### src/rtl/crc_stream_engine_if.sv
// Beat-in / result-out handshake bundle for the streaming CRC engine.
interface crc_stream_engine_if #(
    parameter int DATA_W = 16,
    parameter int CRC_W  = 16
);
    logic              sync;
    logic              in_valid;
    logic              in_ready;
    logic [DATA_W-1:0] Data;
    logic              in_last;
    logic [CRC_W-1:0]  newcrc;
    logic              out_valid;
    logic              out_ready;
    logic              crc_ok;
    logic              err;

    modport master (
        output sync, in_valid, Data, in_last, out_ready,
        input  in_ready, newcrc, out_valid, crc_ok, err
    );

    modport slave (
        input  sync, in_valid, Data, in_last, out_ready,
        output in_ready, newcrc, out_valid, crc_ok, err
    );
endinterface

### src/rtl/crc_stream_engine.sv
// Streaming CRC generator/checker folding one DATA_W beat per clock; result registered the cycle after the last beat.
// A held result (out_valid && !out_ready) drops in_ready; beats are only consumed on in_valid && in_ready.
module crc_stream_engine #(
    parameter int               DATA_W  = 16,
    parameter int               CRC_W   = 16,
    parameter logic [CRC_W-1:0] POLY    = 16'h1021,
    parameter logic [CRC_W-1:0] INIT    = 16'hFFFF,
    parameter logic [CRC_W-1:0] XOR_OUT = 16'h0000,
    parameter bit               REFIN   = 1'b0,
    parameter bit               REFOUT  = 1'b0,
    parameter logic [CRC_W-1:0] RESIDUE = 16'h0000
) (
    input  logic              clk,
    input  logic              reset,
    crc_stream_engine_if.slave bus
);
    typedef enum logic {IDLE = 1'b0, BUSY = 1'b1} state_t;

    state_t           state_q, state_d;
    logic [CRC_W-1:0] crc_q, crc_d;
    logic [CRC_W-1:0] newcrc_q, newcrc_d;
    logic             ok_q, ok_d;
    logic             ov_q, ov_d;
    logic             err_q, err_d;
    logic             in_ready;
    logic             accept;
    logic [CRC_W-1:0] start;
    logic [CRC_W-1:0] raw;

    // Bytes are reflected individually, then the whole beat is shifted in MSB first.
    function automatic logic [CRC_W-1:0] fold(input logic [CRC_W-1:0] s, input logic [DATA_W-1:0] d);
        logic [CRC_W-1:0]  c;
        logic [DATA_W-1:0] x;
        logic              fb;
        for (int b = 0; b < DATA_W / 8; b++) begin
            for (int k = 0; k < 8; k++) begin
                x[b*8+k] = REFIN ? d[b*8+7-k] : d[b*8+k];
            end
        end
        c = s;
        for (int i = DATA_W - 1; i >= 0; i--) begin
            fb = c[CRC_W-1] ^ x[i];
            c  = {c[CRC_W-2:0], 1'b0} ^ (fb ? POLY : '0);
        end
        return c;
    endfunction

    function automatic logic [CRC_W-1:0] rev(input logic [CRC_W-1:0] v);
        logic [CRC_W-1:0] r;
        for (int i = 0; i < CRC_W; i++) begin
            r[i] = v[CRC_W-1-i];
        end
        return r;
    endfunction

    assign in_ready = !ov_q || bus.out_ready;
    assign accept   = bus.in_valid && in_ready;
    assign start    = (bus.sync || state_q == IDLE) ? INIT : crc_q;
    assign raw      = fold(start, bus.Data);

    always_ff @(posedge clk or negedge reset) begin
        if (!reset) begin
            state_q  <= IDLE;
            crc_q    <= INIT;
            newcrc_q <= '0;
            ok_q     <= 1'b0;
            ov_q     <= 1'b0;
            err_q    <= 1'b0;
        end else begin
            state_q  <= state_d;
            crc_q    <= crc_d;
            newcrc_q <= newcrc_d;
            ok_q     <= ok_d;
            ov_q     <= ov_d;
            err_q    <= err_d;
        end
    end

    always_comb begin
        state_d = state_q;
        if (accept) begin
            state_d = bus.in_last ? IDLE : BUSY;
        end
    end

    always_comb begin
        crc_d    = crc_q;
        newcrc_d = newcrc_q;
        ok_d     = ok_q;
        ov_d     = ov_q;
        err_d    = 1'b0;
        if (accept) begin
            // sync inside an open frame restarts; a beat without sync while idle is an implicit start.
            err_d = (bus.sync && state_q == BUSY) || (!bus.sync && state_q == IDLE);
            if (bus.in_last) begin
                crc_d    = INIT;
                newcrc_d = (REFOUT ? rev(raw) : raw) ^ XOR_OUT;
                ok_d     = (raw == RESIDUE);
            end else begin
                crc_d    = raw;
            end
        end
        if (accept && bus.in_last) begin
            ov_d = 1'b1;
        end else if (ov_q && bus.out_ready) begin
            ov_d = 1'b0;
        end
    end

    assign bus.in_ready  = in_ready;
    assign bus.newcrc    = newcrc_q;
    assign bus.crc_ok    = ok_q;
    assign bus.out_valid = ov_q;
    assign bus.err       = err_q;
endmodule
### src/flat_wrapper.sv
// flat-port wrapper written by rule: the top's interface ports become plain ports
module crc_stream_engine_flat 
#(
    parameter int               DATA_W  = 16,
    parameter int               CRC_W   = 16,
    parameter logic [CRC_W-1:0] POLY    = 16'h1021,
    parameter logic [CRC_W-1:0] INIT    = 16'hFFFF,
    parameter logic [CRC_W-1:0] XOR_OUT = 16'h0000,
    parameter bit               REFIN   = 1'b0,
    parameter bit               REFOUT  = 1'b0,
    parameter logic [CRC_W-1:0] RESIDUE = 16'h0000
)
  (clk, reset, bus_sync, bus_in_valid, bus_Data, bus_in_last, bus_out_ready, bus_in_ready, bus_newcrc, bus_out_valid, bus_crc_ok, bus_err);
  crc_stream_engine_if #(.DATA_W(DATA_W), .CRC_W(CRC_W)) bus_i ();
  input  logic clk;
  input  logic reset;
  input wire logic [$bits(bus_i.sync)-1:0] bus_sync;
  input wire logic [$bits(bus_i.in_valid)-1:0] bus_in_valid;
  input wire logic [$bits(bus_i.Data)-1:0] bus_Data;
  input wire logic [$bits(bus_i.in_last)-1:0] bus_in_last;
  input wire logic [$bits(bus_i.out_ready)-1:0] bus_out_ready;
  output wire logic [$bits(bus_i.in_ready)-1:0] bus_in_ready;
  output wire logic [$bits(bus_i.newcrc)-1:0] bus_newcrc;
  output wire logic [$bits(bus_i.out_valid)-1:0] bus_out_valid;
  output wire logic [$bits(bus_i.crc_ok)-1:0] bus_crc_ok;
  output wire logic [$bits(bus_i.err)-1:0] bus_err;
  assign bus_i.sync = bus_sync;
  assign bus_i.in_valid = bus_in_valid;
  assign bus_i.Data = bus_Data;
  assign bus_i.in_last = bus_in_last;
  assign bus_i.out_ready = bus_out_ready;
  assign bus_in_ready = bus_i.in_ready;
  assign bus_newcrc = bus_i.newcrc;
  assign bus_out_valid = bus_i.out_valid;
  assign bus_crc_ok = bus_i.crc_ok;
  assign bus_err = bus_i.err;
  crc_stream_engine #(.DATA_W(DATA_W), .CRC_W(CRC_W), .POLY(POLY), .INIT(INIT), .XOR_OUT(XOR_OUT), .REFIN(REFIN), .REFOUT(REFOUT), .RESIDUE(RESIDUE)) u_core (.clk(clk), .reset(reset), .bus(bus_i));
endmodule
### config.mk
export PLATFORM = sky130hd
export DESIGN_NAME = crc_stream_engine_flat
export DESIGN_NICKNAME = d
export VERILOG_FILES = /design/src/rtl/crc_stream_engine_if.sv /design/src/rtl/crc_stream_engine.sv /design/src/flat_wrapper.sv
export SDC_FILE = /design/constraint.sdc
export NUM_CORES = 1
export LEC_CHECK = 0
export ABC_AREA = 0
export CAP_MARGIN = 20
export CORE_UTILIZATION = 35
export DETAILED_ROUTE_END_ITERATION = 12
export GPL_TIMING_DRIVEN = 0
export PLACE_DENSITY_LB_ADDON = 0.25
export SLEW_MARGIN = 20
export SYNTH_ARGS = -nofsm -noshare
export SYNTH_HDL_FRONTEND = slang
export SYNTH_SLANG_ARGS = --single-unit
### constraint.sdc
create_clock -name clk -period 2.5 [get_ports clk]
set_clock_uncertainty 0.2 [all_clocks]
set_input_delay 0.375 -clock clk [delete_from_list [all_inputs] [get_ports clk]]
set_output_delay 0.375 -clock clk [all_outputs]
set_load 0.01 [all_outputs]
* Yosys cells after proc, flatten, opt, wreduce, memory -nomap -nowiden
Index checks and enable logic that the tools add are counted.
Word-level totals: register bits after elaboration 36, word-level logic and storage cells 74, output and inout port bits 20
Operators by class: muxes and demuxes 22, bitwise operators 33, reductions and logical operators 13
Operators with widths (number):
- 16-bit bitwise XOR | 16
- 13-bit two-way mux | 16
- 16-bit two-way mux | 2
- 16-bit logical NOT | 1
- 1-bit bitwise XOR | 16
- 1-bit logical AND | 5
- 1-bit two-way mux | 4
- 1-bit logical OR | 3
- 1-bit logical NOT | 2
- 2-bit AND reduction | 1
- 2-bit nonzero test | 1
- 1-bit inverter | 1

* Logic depth before layout (Yosys ltp)
word-level depth 52, mapped depth 9, mapped depth without buffers 9

* Worst setup path before layout
No wires, ideal clock.
path type input -> register, from in bus_sync, to reg u_core.newcrc_q[14] (netlist: u_core.bus.newcrc[14]), data arrival time 2114 ps, stages 8, setup slack 61 ps, cells stage by stage inv_1 -> ha_1 -> and2b_1 -> xnor2_2 -> xor3_2 -> xnor2_4 -> xnor2_1 -> mux2_2
Between the ends: word-level cells in the longest chain between the ends 26, elaborated cells between the ends (all ways) 30
Ends and longest elaborated chain:
- start, declared | RTL line flat_wrapper.sv:17 | input wire logic [$bits(bus_i.sync)-1:0] bus_sync;
- 1-bit logical OR * | RTL line crc_stream_engine.sv:58 | assign start = (bus.sync || state_q == IDLE) ? INIT : crc_q;
- 16-bit two-way mux * | RTL line crc_stream_engine.sv:58
- 16-bit bitwise XOR * | RTL line crc_stream_engine.sv:43 | c = {c[CRC_W-2:0], 1'b0} ^ (fb ? POLY : '0);
- 1-bit bitwise XOR | RTL line crc_stream_engine.sv:42 | fb = c[CRC_W-1] ^ x[i];
- 13-bit two-way mux | RTL line crc_stream_engine.sv:43
- 16-bit bitwise XOR * (4 in series) | RTL line crc_stream_engine.sv:43
- 1-bit bitwise XOR | RTL line crc_stream_engine.sv:42
- 13-bit two-way mux | RTL line crc_stream_engine.sv:43
- 16-bit bitwise XOR * (4 in series) | RTL line crc_stream_engine.sv:43
- 1-bit bitwise XOR | RTL line crc_stream_engine.sv:42
- 13-bit two-way mux | RTL line crc_stream_engine.sv:43
- 16-bit bitwise XOR * (4 in series) | RTL line crc_stream_engine.sv:43
- 1-bit bitwise XOR | RTL line crc_stream_engine.sv:42
- 13-bit two-way mux | RTL line crc_stream_engine.sv:43
- 16-bit bitwise XOR * (3 in series) | RTL line crc_stream_engine.sv:43
- end signal, assigned | RTL line crc_stream_engine.sv:72 | newcrc_q <= newcrc_d;
- end, declared | RTL line crc_stream_engine.sv:21 | logic [CRC_W-1:0] newcrc_q, newcrc_d;
Every way passes the cells marked *; elsewhere a longest branch is shown, timed or not. A chain may end at the register's enable or synchronous reset.

* Worst setup path after layout
from reg u_core.state_q, to reg u_core.newcrc_q[15] (netlist: u_core.bus.newcrc[15])
Between the ends: word-level cells in the longest chain between the ends 27, elaborated cells between the ends (all ways) 31
Ends and longest elaborated chain:
- start, declared | RTL line crc_stream_engine.sv:19 | state_t state_q, state_d;
- start signal, assigned | RTL line crc_stream_engine.sv:70 | state_q <= state_d;
- 1-bit inverter * | RTL line crc_stream_engine.sv:58
- 1-bit logical OR * | RTL line crc_stream_engine.sv:58
- 16-bit two-way mux * | RTL line crc_stream_engine.sv:58
- 1-bit bitwise XOR | RTL line crc_stream_engine.sv:42
- 13-bit two-way mux | RTL line crc_stream_engine.sv:43
- 16-bit bitwise XOR * (4 in series) | RTL line crc_stream_engine.sv:43
- 1-bit bitwise XOR | RTL line crc_stream_engine.sv:42
- 13-bit two-way mux | RTL line crc_stream_engine.sv:43
- 16-bit bitwise XOR * (4 in series) | RTL line crc_stream_engine.sv:43
- 1-bit bitwise XOR | RTL line crc_stream_engine.sv:42
- 13-bit two-way mux | RTL line crc_stream_engine.sv:43
- 16-bit bitwise XOR * (4 in series) | RTL line crc_stream_engine.sv:43
- 1-bit bitwise XOR | RTL line crc_stream_engine.sv:42
- 13-bit two-way mux | RTL line crc_stream_engine.sv:43
- 16-bit bitwise XOR * (4 in series) | RTL line crc_stream_engine.sv:43
Marks and branches as above.

==> flow_metrics.tcl <==
set metrics [dict create \
    clkTransAtPathRegs_ns 0.07 \
    relSlewSlack_pct 62.21 \
    syn_nets 213 \
    maxCapViolations 0 \
    p_sw_uw 1432 \
    synth_async_sr_flop_share_pct 100.0 \
    cts_max_level 2 \
    synth_ff_type "dfrtp_1" \
    grt_pass1_vias 1551 \
    dr.pass1.iters 4 \
    grt_max_degree 20 \
    seqPwrFrac_pct 27.6 \
    initial_utilization_pct 36.37 \
    period_minus_slack_ns 2.488 \
    worst_pin_slew_ns 0.5668 \
    irDropWorstVdd_mv 0.4419 \
    cts_buffers 5 \
    switching_share_pct 36.56 \
    antenna_found_initial 0 \
    overflow 0 \
    dr_total_vias 1521 \
    crit_required_ns 2.47 \
    n_antenna_cell 0 \
    outcome "complete, no violations" \
    dp_slack_ns -0.7178 \
    p_per_area_mw_per_mm2 1304 \
    rows 28 \
    finalSetupViolCount 0 \
    die-area_sq_mm 0.006470 \
    wirelength_um 4667 \
    die_y_um 80.44 \
    power.share.clock_pct 12.8 \
    fmax_ghz 0.4020 \
    avgSynthCellArea_sq_um 11.33 \
    internal-power_uw 2484 \
    area_delta_synth_final_pct 39.45 \
    clk_latency_ns 0.29 \
    numPortBuffers 41 \
    hold_violations 0 \
    synth_area_sq_mm 0.002153 \
    layout_setup_ws_ns 0.01219 \
    final_cell_mix "clkdlybuf4s50_1, xnor2_1, dfrtp_1, nand2_1, dfstp_2" \
    yosysWarnings 0 \
    drv_slew 0 \
    endpoint_kind "flip-flop" \
    synth_edf_count 0 \
    grt_use_total_pct 15.79 \
    final_common_cell "clkdlybuf4s50_1" \
    postSynthCellCount 190 \
    crit_type "flip-flop to flip-flop" \
    io_pins 42 \
    pwr-share-comb_pct 59.6 \
    rsz0062_at_grt "yes" \
    clock_path_buffers 2 \
    cts_root_buf "clkbuf_8" \
    cts_tree "done" \
    ant_nets 0 \
    via_per_inst 4.680 \
    leakagePower_uw 0.001207 \
    grt_pass1_wl_um 7403 \
    ys_seq_area_share_pct 42.77 \
    routedWlPerCell_um 14.36 \
    nets 272 \
    place_hpwl_um 3453 \
    finalCritPeriodShare_pct 99.51 \
    drive_gt1_share_pct 27.60 \
    arrival_ns 2.46 \
    routabilityCongestion 0.7454 \
    holdCritPathClass "flip-flop to flip-flop" \
    die_w_um 80.44 \
    start_kind "flip-flop" \
    drc 0 \
    power.total_uw 3916 \
    ys_ff_latch 36 \
    clkSinkCount 36 \
    core-area_sq_mm 0.005921 \
    crit_fanout 7 \
    drt_iter0_drc 38 \
    ys_types 36 \
]
==> cell usage after synthesis (2+ instances only) <==
master    count  area [sq um]
o21ai_1       9         45.04
mux2_2        7         78.83
nor2_1       10         37.54
clkbuf_1      6         22.52
xor2_1       15         131.4
nand2b_1      3         18.77
o22a_1        7         61.31
xnor2_2       8         130.1
xnor2_1      29         254.0
dfrtp_1      20         500.5
nand2_1      19         71.32
nor2b_1       7         43.79
a21oi_1       9         45.04
xnor2_4       2         55.05
dfstp_2      16         420.4
xnor3_2       2         47.55
and3_1        2         12.51
==> kinds of logic after synthesis <==
logic type / after synthesis / synth area share, %
XOR/XNOR: 59 / 31.67
AND/OR/NAND/NOR: 50 / 11.39
flip-flops: 36 / 42.77
AO/OA/AOI/OAI: 29 / 8.483
buffers and inverters: 8 / 1.452
multiplexers: 7 / 3.661
adder cells (fa/ha/maj): 1 / 0.5810
==> power groups by stage <==
stage	clock network, uW	logic (uW)	registers (uW)
2_1_floorplan	0	1340	1130
3_5_place_dp	0	1990	1090
6_report	503	2330	1080
4_1_cts	524	2160	1080
3_3_place_gp	0	1970	1090
5_1_grt	544	2520	1110
==> what timing repair did <==
| item | in CTS | in global routing |
|---|---|---|
| setup endpoints to repair | 24 | 14 |
| pin swaps | 4 | 6 |
| hold buffers | 1 | 0 |
| endpoints found under the hold margin | 11 | 0 |
| gates resized for setup | 7 | 12 |
| setup buffers | 5 | 4 |
==> flip-flops by register name, indices dropped and copies added (netlist names) <==
name,cells
u_core.bus.newcrc,16
u_core.crc_q,16
u_core.bus.crc_ok,1
u_core.bus.err,1
u_core.bus.out_valid,1
u_core.state_q,1
==> metrics by stage <==
stage / setup TNS [ns] / utilization (%) / hold WS [ns] / instances / instance area, sq um
6_report: 0 / 50.72 / 0.2847 / 325 / 3003
5_1_grt: -0.2469 / 50.72 / 0.3221 / 325 / 3003
4_1_cts: -0.001537 / 48.84 / 0.2950 / 321 / 2892
3_5_place_dp: -13.82 / 45.27 / 0.1492 / 307 / 2680
3_3_place_gp: -13.77 / 44.89 / 0.2689 / 306 / 2658
2_1_floorplan: 0 / - / -0.1206 / 190 / 2153
==> cell type report <==
| class | instances | area [sq um] |
|---|---|---|
| Tap cell | 75 | 93.84 |
| Clock buffer | 5 | 68.82 |
| Clock inverter | 3 | 42.54 |
| Sequential cell | 36 | 920.9 |
| Inverter | 1 | 3.754 |
| Multi-Input combinational cell | 146 | 1330 |
| Fill cell | 540 | 2918 |
| Timing Repair Buffer | 52 | 513.0 |
| Buffer | 7 | 30.03 |
==> routing by layer <==
layer	up-vias	routed length, um	GRT usage (%)
li1	747	-	-
met1	734	2194	20.01
met3	10	151	3.409
met5	-	0	0
met2	30	2219	25.51
met4	0	102	7.321
==> critical path: stages, from the launching register on <==
cell and delay, ns:
dfrtp_1 0.41, ha_4 0.20, nor2b_1 0.14, xnor2_1 0.15
xnor3_2 0.55, xnor2_4 0.31, xor2_2 0.14, mux2_2 0.28
==> final timing paths <==
| path | startpoint | to | slack, ns | cells past startpoint |
|---|---|---|---|---|
| setup reg to reg | u_core.state_q | u_core.bus.newcrc[15] | 0.01 | 7 |
| min in group asynchronous | reset | u_core.bus.newcrc[5] | 0.37 | 2 |
| hold / removal | u_core.bus.newcrc[8] | u_core.bus.newcrc[8] | 0.28 | 2 |
| hold reg to reg | u_core.bus.newcrc[8] | u_core.bus.newcrc[8] | 0.28 | 2 |
| setup / recovery | u_core.state_q | u_core.bus.newcrc[15] | 0.01 | 7 |
| max in group asynchronous | reset | u_core.crc_q[3] | 1.20 | 3 |
No activity file was read; power rests on OpenSTA's default activity.
